**config.mk**
```make
export PLATFORM = sky130hd
export DESIGN_NAME = alu_share_arbiter
export DESIGN_NICKNAME = d
export VERILOG_FILES = /design/src/rtl/alu_share_arbiter.sv
export SDC_FILE = /design/constraint.sdc
export NUM_CORES = 1
export LEC_CHECK = 0
export ABC_CLOCK_PERIOD_IN_PS = 8100
export CORE_MARGIN = 5
export CORE_UTILIZATION = 35
export DETAILED_ROUTE_END_ITERATION = 10
export PLACE_DENSITY = 0.74
export SLEW_MARGIN = 5
export SYNTH_ARGS = -nofsm -noshare
export SYNTH_HDL_FRONTEND = slang
export SYNTH_SLANG_ARGS = --single-unit
```
**constraint.sdc**
```tcl
create_clock -name clk -period 8.1 [get_ports clk]
set_clock_uncertainty 0.15 [all_clocks]
set_input_delay 2.025 -clock clk [delete_from_list [all_inputs] [get_ports clk]]
set_output_delay 2.025 -clock clk [all_outputs]
set_load 0.01 [all_outputs]
```
**src/rtl/alu_share_arbiter.sv**
```systemverilog
// Round-robin arbiter that shares one combinational ALU between NUM_REQ requesters.
// One operation is in flight at a time. ALU inputs are held from registered copies for
// one cycle, or MUL_CYCLES cycles for MUL. The result is then returned as a one-cycle
// pulse to the owning requester.
module alu_share_arbiter #(
    parameter int unsigned NUM_REQ    = 3,
    parameter int unsigned MUL_CYCLES = 3
) (
    input  logic                  clk,
    input  logic                  rst_n,
    input  logic [NUM_REQ-1:0]    req_valid,
    input  logic [4*NUM_REQ-1:0]  req_op,
    input  logic [32*NUM_REQ-1:0] req_a,
    input  logic [32*NUM_REQ-1:0] req_b,
    output logic [NUM_REQ-1:0]    req_ready,
    output logic [NUM_REQ-1:0]    resp_valid,
    output logic [31:0]           resp_result,
    output logic [31:0]           alu_a,
    output logic [31:0]           alu_b,
    output logic [3:0]            alu_ctrl,
    input  logic [31:0]           alu_result,
    output logic                  busy
);

    localparam int unsigned PtrW  = (NUM_REQ > 1) ? $clog2(NUM_REQ) : 1;
    localparam int unsigned CntW  = $clog2(MUL_CYCLES + 1);
    localparam logic [3:0]  OpMul = 4'b0101;

    typedef enum logic [0:0] {StIdle, StExec} state_e;

    state_e              state_q, state_d;
    logic [PtrW-1:0]     rr_ptr_q, rr_ptr_d;
    logic [PtrW-1:0]     owner_q, owner_d;
    logic [3:0]          op_q, op_d;
    logic [31:0]         a_q, a_d;
    logic [31:0]         b_q, b_d;
    logic [CntW-1:0]     cnt_q, cnt_d;
    logic [NUM_REQ-1:0]  resp_valid_q, resp_valid_d;
    logic [31:0]         resp_result_q, resp_result_d;

    logic                win_found;
    logic [PtrW-1:0]     win_idx;
    logic [3:0]          win_op;
    logic [31:0]         win_a;
    logic [31:0]         win_b;
    int                  off;
    int                  best_off;

    // Round-robin scan: the valid requester with the smallest distance from rr_ptr wins.
    always_comb begin
        win_found = 1'b0;
        win_idx   = '0;
        win_op    = '0;
        win_a     = '0;
        win_b     = '0;
        off       = 0;
        best_off  = int'(NUM_REQ);
        for (int j = 0; j < int'(NUM_REQ); j++) begin
            off = (j + int'(NUM_REQ) - int'(rr_ptr_q)) % int'(NUM_REQ);
            if (req_valid[j] && (off < best_off)) begin
                best_off  = off;
                win_found = 1'b1;
                win_idx   = PtrW'(j);
                win_op    = req_op[4*j +: 4];
                win_a     = req_a[32*j +: 32];
                win_b     = req_b[32*j +: 32];
            end
        end
    end

    // One-hot grant, only offered while idle and out of reset.
    always_comb begin
        req_ready = '0;
        if (rst_n && (state_q == StIdle) && win_found) begin
            req_ready[win_idx] = 1'b1;
        end
    end

    // Sequencer next-state: accept in IDLE, count down the hold window in EXEC.
    always_comb begin
        state_d       = state_q;
        rr_ptr_d      = rr_ptr_q;
        owner_d       = owner_q;
        op_d          = op_q;
        a_d           = a_q;
        b_d           = b_q;
        cnt_d         = cnt_q;
        resp_valid_d  = '0;
        resp_result_d = resp_result_q;
        case (state_q)
            StIdle: begin
                // A grant always pairs with req_valid, so a winner means a transfer.
                if (win_found) begin
                    owner_d = win_idx;
                    op_d    = win_op;
                    a_d     = win_a;
                    b_d     = win_b;
                    cnt_d   = (win_op == OpMul) ? CntW'(MUL_CYCLES) : CntW'(1);
                    state_d = StExec;
                end
            end
            StExec: begin
                if (cnt_q == CntW'(1)) begin
                    resp_result_d         = alu_result;
                    resp_valid_d[owner_q] = 1'b1;
                    rr_ptr_d              = (owner_q == PtrW'(NUM_REQ - 1)) ? '0
                                                                            : owner_q + PtrW'(1);
                    cnt_d                 = '0;
                    state_d               = StIdle;
                end else begin
                    cnt_d = cnt_q - CntW'(1);
                end
            end
            default: state_d = StIdle;
        endcase
    end

    // State and datapath registers; reset drops any in-flight operation.
    always_ff @(posedge clk or negedge rst_n) begin
        if (!rst_n) begin
            state_q       <= StIdle;
            rr_ptr_q      <= '0;
            owner_q       <= '0;
            op_q          <= '0;
            a_q           <= '0;
            b_q           <= '0;
            cnt_q         <= '0;
            resp_valid_q  <= '0;
            resp_result_q <= '0;
        end else begin
            state_q       <= state_d;
            rr_ptr_q      <= rr_ptr_d;
            owner_q       <= owner_d;
            op_q          <= op_d;
            a_q           <= a_d;
            b_q           <= b_d;
            cnt_q         <= cnt_d;
            resp_valid_q  <= resp_valid_d;
            resp_result_q <= resp_result_d;
        end
    end

    // ALU operands keep their last latched values; control is forced to 0 outside EXEC.
    always_comb begin
        alu_a       = a_q;
        alu_b       = b_q;
        alu_ctrl    = (state_q == StExec) ? op_q : 4'b0000;
        busy        = (state_q == StExec);
        resp_valid  = resp_valid_q;
        resp_result = resp_result_q;
    end

endmodule

```
==> impl_metrics.tcl <==
set metrics [dict create \
    status "completed" \
    num_rows 47 \
    final_cell_area_um2 10010 \
    hold_violations 0 \
    worst_skew_pair.late_latency_ns 0.34 \
    cp-end-kind "primary output" \
    reg2reg_to "alu_a[17]" \
    die_y_um 140.0 \
    drtAntennaViolNets 0 \
    final_nets 1187 \
    clk_pin_slew_worst_paths_ns 0.07 \
    wl_met1_mm 9.128 \
    stdcell_count 1148 \
    yosys_warnings 0 \
    drive_gt1_share_pct 9.806 \
    drc 0 \
    syn_nets 857 \
    p_leak_nw 4.094 \
    reg2reg_slack_ns 2.80 \
    postSynthCellCount 594 \
    yosys.area_share.xor_xnor_pct 0 \
    finalSetupViolCount 0 \
    min_period_over_period_pct 97.76 \
    synthSimpleGateAreaFrac_pct 14.98 \
    maxSlewHeadroom_pct 35.98 \
    routed.top_layer "met4" \
    synth-seq-area-share_pct 46.54 \
    synth_area_um2 5914 \
    synth.area.mux_share_pct 6.622 \
    fmax_mhz 126.3 \
    crit_type "in -> out" \
    cp-start-kind "input pin" \
    synth_edf_count 0 \
    drtIter0Drc 315 \
    dieWidth_um 140.0 \
    cts.sinks 110 \
    grt-ovfl-total 0 \
    synth-adder-area-share_pct 4.654 \
    cts-root-buf "clkbuf_16" \
    finalMaxSlewViolations 0 \
    ios 348 \
    post-route-min-period_ns 7.918 \
    cts_tree "yes" \
    cp-endpoint "req_ready[0]" \
    vias 6182 \
    r2r_cells 22 \
    grt_pass1_wl_mm 34.75 \
    placed_cells 1128 \
    dr.pass1.iters 5 \
    syn_avg_cell_area_um2 9.957 \
    holdWs_ns 0.3349 \
    core_um2 16580 \
    async_flop_share_pct 100.0 \
    wirelength_mm 23.07 \
    pre_cts_ws_ns -0.1622 \
    htree_num_levels 3 \
    synth-seq-cells 110 \
    required_ns 5.93 \
    tightest_slew_ns 0.9583 \
    area_delta_synth_final_pct 69.26 \
    regArea_um2 2753 \
    hp-class "reg -> reg" \
    place_congestion 0.8556 \
    io_buffers 347 \
    dpl.hpwl_mm 16.95 \
    ys_types 46 \
    n_antenna_cell 0 \
    rsz0062_at_grt "false" \
    met2_length_mm 11.31 \
    start_util_pct 35.66 \
    cts_hold_buf 0 \
    fill_cells 1424 \
    multi_input_area_um2 2980 \
    die_area_um2 19600 \
    dpl_cell_area_um2 9609 \
    synth_ff_type "dfrtp_1" \
    setup_slack_ns 0.1817 \
    power.density_nw_per_um2 423.0 \
    ctsLongestPathBuffers 2 \
    r2r-start "rr_ptr_q[1]" \
    ir_drop_uv 297.3 \
    met3_length_mm 1.893 \
    wl_per_cell_um 20.10 \
    synth_top_family_by_area "compound AO/OA/AOI/OAI gates" \
    maxCapViolCount 0 \
    crit_path_start "req_valid[0]" \
    crit_fanout 4 \
    utilization_pct 60.37 \
    first_global_vias 6149 \
    viasPerCell 5.385 \
    grt_max_degree 72 \
    worstPathArrival_ns 5.74 \
    antenna_found_initial 0 \
    cts_made_buffers 9 \
    synth_compound_area_share_pct 22.59 \
    grtUsageTotal_pct 22.24 \
]
[sequential cells by signal (all words and copies together) (netlist names)]
| register | count |
|---|---|
| alu_a | 32 |
| alu_b | 32 |
| resp_result | 32 |
| op_q | 4 |
| resp_valid | 3 |
| cnt_q | 2 |
| owner_q | 2 |
| rr_ptr_q | 2 |
| busy | 1 |
[worst max-delay path: stages]
cell and delay, ns:
clkdlybuf4s50_1 0.49, nor2b_4 0.15, ha_1 0.24, a21o_1 0.16
a221o_1 0.35, o21bai_2 0.21, and2_4 0.20, nand2_2 0.07
ha_4 0.29, and3_4 0.20, nand3_2 0.09, or3_4 0.40
a211oi_4 0.24, o21ai_2 0.10, buf_4 0.15, o31ai_4 0.18
nor3_1 0.08, clkbuf_2 0.13
[synth_stat cells (6+ instances only)]
library cell	count	area, um2
a21o_1	8	60.06
a21oi_1	69	345.3
a221o_1	69	690.7
and2_1	6	37.54
buf_2	8	40.04
clkbuf_1	35	131.4
dfrtp_1	110	2753
ha_1	22	275.3
inv_1	13	48.80
mux2_2	33	371.6
nand2_1	79	296.5
nand3_1	72	360.4
o21ai_0	8	40.04
[layout make-up]
type	count	share of cell area, %
clock buffers	9	2.250
flip-flops and latches	110	27.50
repair buffers	370	36.56
well taps	220	2.750
inverters	13	0.4874
clock inverters	6	0.6874
multi-input cells	420	29.77
[per-stage QoR]
| stage | TNS (ns) | total power (W) |
|---|---|---|
| floorplan | 0 | 0.002567 |
| global placement | -0.2163 | 0.003664 |
| detailed placement | -0.3138 | 0.003703 |
| CTS | 0 | 0.004195 |
| global route | 0 | 0.004537 |
| finish | 0 | 0.004234 |
[power breakdown]
part           internal (W)  total, W  switching, W
registers          0.000835  0.000988      0.000153
logic               0.00140   0.00280       0.00140
clock network      0.000241  0.000449      0.000208
total               0.00247   0.00423       0.00176
[routing by layer]
metal	up-vias	track usage [%]
met3	43	5.794
li1	2881	-
met4	0	8.108
met1	2973	27.57
met5	-	0
met2	285	37.45
[worst min path at each step]
stage | from | end | slack (ns) | cells after the start
after global placement | op_q[2] | op_q[2] | 0.31 | 1
after CTS | owner_q[0] | resp_valid[2] | 0.34 | 1
after floorplan | owner_q[0] | resp_valid[2] | 0.30 | 1
final | owner_q[0] | resp_valid[2] | 0.33 | 1
after global routing | alu_a[29] | alu_a[29] | 0.37 | 1
after detailed placement | owner_q[0] | resp_valid[2] | 0.33 | 1
[layout by cell type, fill, tap and decap left out, types with 3 or more instances in the layout]
cell type        synthesis  final
a21o_1                   8      8
a21oi_1                 69     69
a221o_1                 69     69
and2_1                   6      4
and3_1                   4      3
buf_4                    0     22
clkbuf_16                0      9
clkdlybuf4s50_1          0    343
dfrtp_1                110    110
ha_1                    22     19
ha_4                     0      3
inv_1                   13     13
mux2_2                  33     33
nand2_1                 79     76
nand2_2                  0      3
nand3_1                 72     71
nor2_1                   5      5
nor2b_1                  5      4
nor3_1                   4      4
nor3b_1                  4      4
o21ai_0                  8      8
[kinds of logic (layout without fill, tap and decap cells)]
kind of cell             Yosys count  count (layout)
AO/OA/AOI/OAI                    176             176
buffers and inverters             64             398
AND/OR/NAND/NOR                  187             187
multiplexers                      35              35
adder cells (fa/ha/maj)           22              22
flip-flops                       110             110
[timing repair]
item	CTS	global route
resized for setup	3	14
endpoints found under the setup margin	2	3
buffers inserted	1	4
endpoints found under the hold margin	0	0
pin swaps	2	7
Note: power is estimated with default switching activity, not from simulation.
==> patch 1 (same flow settings) <==
`MUL_CYCLES`: 3 -> 6.
--- a/src/rtl/alu_share_arbiter.sv
+++ b/src/rtl/alu_share_arbiter.sv
@@ -5,5 +5,5 @@
 module alu_share_arbiter #(
     parameter int unsigned NUM_REQ    = 3,
-    parameter int unsigned MUL_CYCLES = 3
+    parameter int unsigned MUL_CYCLES = 6
 ) (
     input  logic                  clk,
Formal check against the unedited RTL: same outputs for any inputs over 4 cycles, from zero or initial values and one cycle with rst_n low; that may be too few to reach the edited logic, so the function may still have changed.
==> patch 1 against the unedited design <==
Die area grew 21%. Final area grew 13%. Critical path depth shrank 1. Worst setup slack lost 0.053 ns. Count of clock-buffer cells in the layout grew 1. Non-clock buffer count shrank 4. Synthesized cell count grew 14%. Synthesized area grew 23%. Sequential cell count grew 1. Total power grew 8.8%. Combinational power grew 13%. Wire length grew 1.8%. First-iteration DRC count shrank 3.8%. Critical endpoint unchanged. Largest cell class is now multi-input gates.
==> patch 1: results (changes against the unedited design) <==
==========================================================================================
First-pass DRT Iterations                                                                4   was 5
Worst-path clk slew                                                                0.08 ns
H-tree levels                                                                            3   unchanged
Layout cells sized above 1                                                          21.30%   was 9.806%
Total number of nets in the final design                                              1273   was 1187
Met3 Usage GRT                                                                      5.481%   was 5.794%
Worst endpoint data arrival time                                                   5.80 ns   was 5.74 ns
Largest vdd supply drop                                                           188.1 uV   was 297.3 uV
Compound-cell area share of the yosys netlist                                       9.573%   was 22.59%
Top area cells in the synthesized netlist                                     sky130_fd_sc_hd__dfrtp_1 (38%), sky130_fd_sc_hd__mux2_4 (20%), sky130_fd_sc_hd__mux2_2 (11%)   was sky130_fd_sc_hd__dfrtp_1 (47%), sky130_fd_sc_hd__a221o_1 (12%), sky130_fd_sc_hd__mux2_2 (6.3%)
Share of synthesized cell area in full adder, half adder and majority cells         3.960%   was 4.654%
Post-synthesis mux area share                                                       31.28%   was 6.622%
Maximum single-stage delay on the critical path                                    0.47 ns   was 0.49 ns
Total of warnings raised by yosys                                                        0   unchanged
Maximum fanout along the worst path                                                      6   was 4
Total nets after synthesis                                                             943   was 857
Detailed-route wire length                                                        23480 um   was 23070 um
Detailed-route vias per instance                                                     4.881   was 5.385
Routability-driven placement congestion ratio                                       0.8654   was 0.8556
Power Dens Cells                                                              407.6 mW/mm2   was 423.0 mW/mm2
Count of vias placed by the detailed router                                           6267   was 6182
Synthesized area divided by synthesized cell count                               10.70 um2   was 9.957 um2
Wire length of the first global-routing pass                                      35390 um   was 34750 um
Total of buffers placed on input and output ports                                      347   unchanged
Global routing usage summed across all routing layers                               18.64%   was 22.24%
Violation count after the first detailed-routing iteration                             303   was 315
GR Util met1                                                                        23.19%   was 27.57%
Lkg Pwr                                                                           4.822 nW   was 4.094 nW
Met2 Usage GRT                                                                      31.72%   was 37.45%
Actual transition at the worst max-transition pin                                0.8347 ns   was 0.9583 ns
Pin count of the biggest net entering global routing                                    79   was 72
Critical path's top delay family                                              buffers and inverters   was compound AO/OA/AOI/OAI gates
Reported net switching power                                                      1.741 mW   was 1.763 mW
Outcome                                                                       finished, final reports clean   unchanged
Number of distinct library cells after synthesis                                        57   was 46
List of most frequent post-synthesis cells                                    sky130_fd_sc_hd__nand2_1 (143), sky130_fd_sc_hd__dfrtp_1 (111), sky130_fd_sc_hd__mux2_4 (97)   was sky130_fd_sc_hd__dfrtp_1 (110), sky130_fd_sc_hd__nand2_1 (79), sky130_fd_sc_hd__nand3_1 (72)
Master of the slowest instance on the critical path                           sky130_fd_sc_hd__clkdlybuf4s50_1   unchanged
Number of antenna violations at the first check in global routing                        0   unchanged
==========================================================================================
[patch 1: cell types whose count changed after synthesis, moves of 7 or more]
cell,before,now
sky130_fd_sc_hd__mux2_4,0,97
sky130_fd_sc_hd__nand3_1,72,2
sky130_fd_sc_hd__a221o_1,69,0
sky130_fd_sc_hd__o21ai_0,8,75
sky130_fd_sc_hd__a21oi_1,69,4
sky130_fd_sc_hd__nand2_1,79,143
sky130_fd_sc_hd__mux2_2,33,69
sky130_fd_sc_hd__clkbuf_1,35,24
sky130_fd_sc_hd__buf_6,3,10
sky130_fd_sc_hd__nor2_1,5,12
[patch 1: final timing paths]
check,slack (ns),endpoint,start,cells after the start
worst max-delay path,0.13,req_ready[0],req_valid[0],17
min in group asynchronous,1.54,alu_a[4],rst_n,1
max in group asynchronous,4.92,alu_b[30],rst_n,2
worst max register to register,2.13,alu_b[28],rr_ptr_q[1],19
worst min-delay path,0.35,resp_valid[2],owner_q[0],1
worst min register to register,0.35,resp_valid[2],owner_q[0],1
[patch 1: routing by layer]
metal,vias to the layer above,share of wire [%]
met2,245,49
met3,24,8.0
li1,3034,-
met5,-,0
met4,0,1.6
met1,2964,42
[patch 1: stage by stage]
stage / cell area, um2 / setup WS, ns
6_report: 11300 / 0.1284
4_1_cts: 11230 / 0.07095
5_1_grt: 11300 / -0.05878
2_1_floorplan: 7267 / 0.5559
3_3_place_gp: 10910 / 0.03270
3_5_place_dp: 10910 / 0.01168
[patch 1: area by class of cell]
class	count	area, um2
repair buffers	366	3613
well taps	270	337.8
multi-input cells	505	4199
flip-flops and latches	111	2778
inverters	16	60.06
fillers	1779	9064
clock buffers	10	239.0
clock inverters	6	73.82
[patch 1: logic make-up (layout without fill, tap and decap cells)]
logic type,after synthesis,in the layout
AOI/OAI and AO/OA,116,116
adders and majority gates,23,23
buffers and inverters,63,398
DFF,111,111
muxes,170,170
and+or+nand+nor,196,196
[patch 1: power groups by stage]
stage	clock network, mW	registers, mW	logic, mW
floorplan	0	1.06	2.05
global placement	0	0.961	3.07
detailed placement	0	0.974	3.10
CTS	0.493	0.966	3.12
global route	0.517	0.998	3.40
finish	0.475	0.963	3.17
[patch 1: worst reg2reg max path: cells and delay by family (launching register included)]
kind | cells | cell delay [ns]
flops | 1 | 0.46
simple gates | 5 | 1.04
compound gates | 5 | 1.17
fa+ha+maj | 3 | 0.99
mux | 2 | 0.76
buf+inv | 4 | 1.29
[patch 1: what timing repair did]
item,4_1_cts,5_1_grt
endpoints found under the setup margin,1,3
buffers inserted,0,3
pin swaps,0,3
cloned,0,0
hold buffers,0,0
resized for setup,1,10
endpoints found under the hold margin,0,0
==> patch 2 (same settings) <==
Without the edit above. Take the reset off `op_q`, `a_q`, `b_q` and `resp_result_q` and load them in a clocked block of their own.
--- a/src/rtl/alu_share_arbiter.sv
+++ b/src/rtl/alu_share_arbiter.sv
@@ -122,21 +122,20 @@
             rr_ptr_q      <= '0;
             owner_q       <= '0;
-            op_q          <= '0;
-            a_q           <= '0;
-            b_q           <= '0;
             cnt_q         <= '0;
             resp_valid_q  <= '0;
-            resp_result_q <= '0;
         end else begin
             state_q       <= state_d;
             rr_ptr_q      <= rr_ptr_d;
             owner_q       <= owner_d;
-            op_q          <= op_d;
-            a_q           <= a_d;
-            b_q           <= b_d;
             cnt_q         <= cnt_d;
             resp_valid_q  <= resp_valid_d;
-            resp_result_q <= resp_result_d;
         end
+    end
+
+    always_ff @(posedge clk) begin
+        op_q          <= op_d;
+        a_q           <= a_d;
+        b_q           <= b_d;
+        resp_result_q <= resp_result_d;
     end
 
Check against the original RTL: not equivalent (a bounded check fails within 4 cycles, from zero or initial values and one cycle with rst_n low).
==> patch 2 against the unedited design <==
Sequential cell count stayed put. Sequential power is 15% higher. Final area is 2.3% higher. Non-clock buffer count is 3 lower. Synthesized area is 5.1% higher. Fmax is 0.61% higher. Clock power hardly changed. Total power is 0.95% higher. Worst setup slack better by 0.048 ns. Cell count is 2.5% lower. Largest cell class unchanged. Wire length is 8.1% lower. Count of clock-buffer cells in the layout stayed put.
==> patch 2: results (changes against the unedited design) <==
==========================================================================================
Top area cells in the synthesized netlist                                     sky130_fd_sc_hd__edfxtp_1 (48%), sky130_fd_sc_hd__mux2_4 (12%), sky130_fd_sc_hd__nand2_1 (8.5%)   was sky130_fd_sc_hd__dfrtp_1 (47%), sky130_fd_sc_hd__a221o_1 (12%), sky130_fd_sc_hd__mux2_2 (6.3%)
Power consumed by the clock network                                               0.450 mW   was 0.449 mW
List of most frequent post-synthesis cells                                    sky130_fd_sc_hd__nand2_1 (141), sky130_fd_sc_hd__edfxtp_1 (100), sky130_fd_sc_hd__o21ai_0 (72)   was sky130_fd_sc_hd__dfrtp_1 (110), sky130_fd_sc_hd__nand2_1 (79), sky130_fd_sc_hd__nand3_1 (72)
Number of distinct library cells after synthesis                                        48   was 46
Post-CTS Setup Bufs                                                                      0   was 1
#MultiIn Comb                                                                          388   was 420
Master of the slowest instance on the critical path                           sky130_fd_sc_hd__or4b_4   was sky130_fd_sc_hd__clkdlybuf4s50_1
Total area of multi-input combinational cells                                 0.002731 mm2   was 0.002980 mm2
# resized after CTS                                                                      2   was 3
Combinational Power                                                                2.68 mW   was 2.80 mW
Via count of the first global-routing pass                                            5176   was 6149
Maximum single-stage delay on the critical path                                    0.52 ns   was 0.49 ns
Post-synthesis mux area share                                                       15.47%   was 6.622%
Register area share after synthesis                                                 52.36%   was 46.54%
Core Area                                                                      0.01736 mm2   was 0.01658 mm2
Actual transition at the worst max-transition pin                                0.8437 ns   was 0.9583 ns
Non-clock buffer total of the final layout                                             367   was 370
Fillcell total                                                                        1451   was 1424
Share of async-settable or async-resettable flops after synthesis                   9.091%   was 100.0%
Count of vias placed by the detailed router                                           5381   was 6182
Global routing usage summed across all routing layers                               19.19%   was 22.24%
Switching share of power                                                            37.03%   was 41.63%
Critical path's top delay family                                              simple AND/OR/NAND/NOR gates   was compound AO/OA/AOI/OAI gates
Outcome                                                                       finished, final reports clean   unchanged
Flip-flop cell with the highest count after synthesis                         sky130_fd_sc_hd__edfxtp_1   was sky130_fd_sc_hd__dfrtp_1
Buffering overhead                                                                  35.39%   was 36.56%
Share of synthesized cell area in full adder, half adder and majority cells         4.430%   was 4.654%
Pre-CTS worst setup slack                                                       -0.2395 ns   was -0.1622 ns
Non-filler cells in the finished layout                                               1119   was 1148
Period minus WS final                                                             7.871 ns   was 7.918 ns
Routability-driven placement congestion ratio                                       0.8500   was 0.8556
Area fraction of the dominant cell type after synthesis                             48.33%   was 46.54%
Fraction of area in registers                                                       31.77%   was 27.50%
Pin count of the biggest net entering global routing                                    73   was 72
==========================================================================================
[patch 2: cell count changes in the layout (fill, tap and decap cells not counted), moves of 4 or more]
cell,before,now
sky130_fd_sc_hd__o21ai_0,8,71
sky130_fd_sc_hd__nand3_1,71,1
sky130_fd_sc_hd__edfxtp_1,0,100
sky130_fd_sc_hd__nand2_1,76,141
sky130_fd_sc_hd__mux2_2,33,12
sky130_fd_sc_hd__nor2_1,5,10
sky130_fd_sc_hd__mux2_4,0,50
sky130_fd_sc_hd__dfrtp_1,110,10
sky130_fd_sc_hd__a21oi_1,69,14
sky130_fd_sc_hd__mux2_1,0,4
sky130_fd_sc_hd__a221o_1,69,2
[patch 2: routing by layer]
metal,GRT usage [%],vias up,part of all wire [%]
li1,-,2640,-
met1,22.21,2521,38
met2,35.26,196,53
met3,4.722,24,8.0
met4,5.302,0,1.4
met5,0,-,0
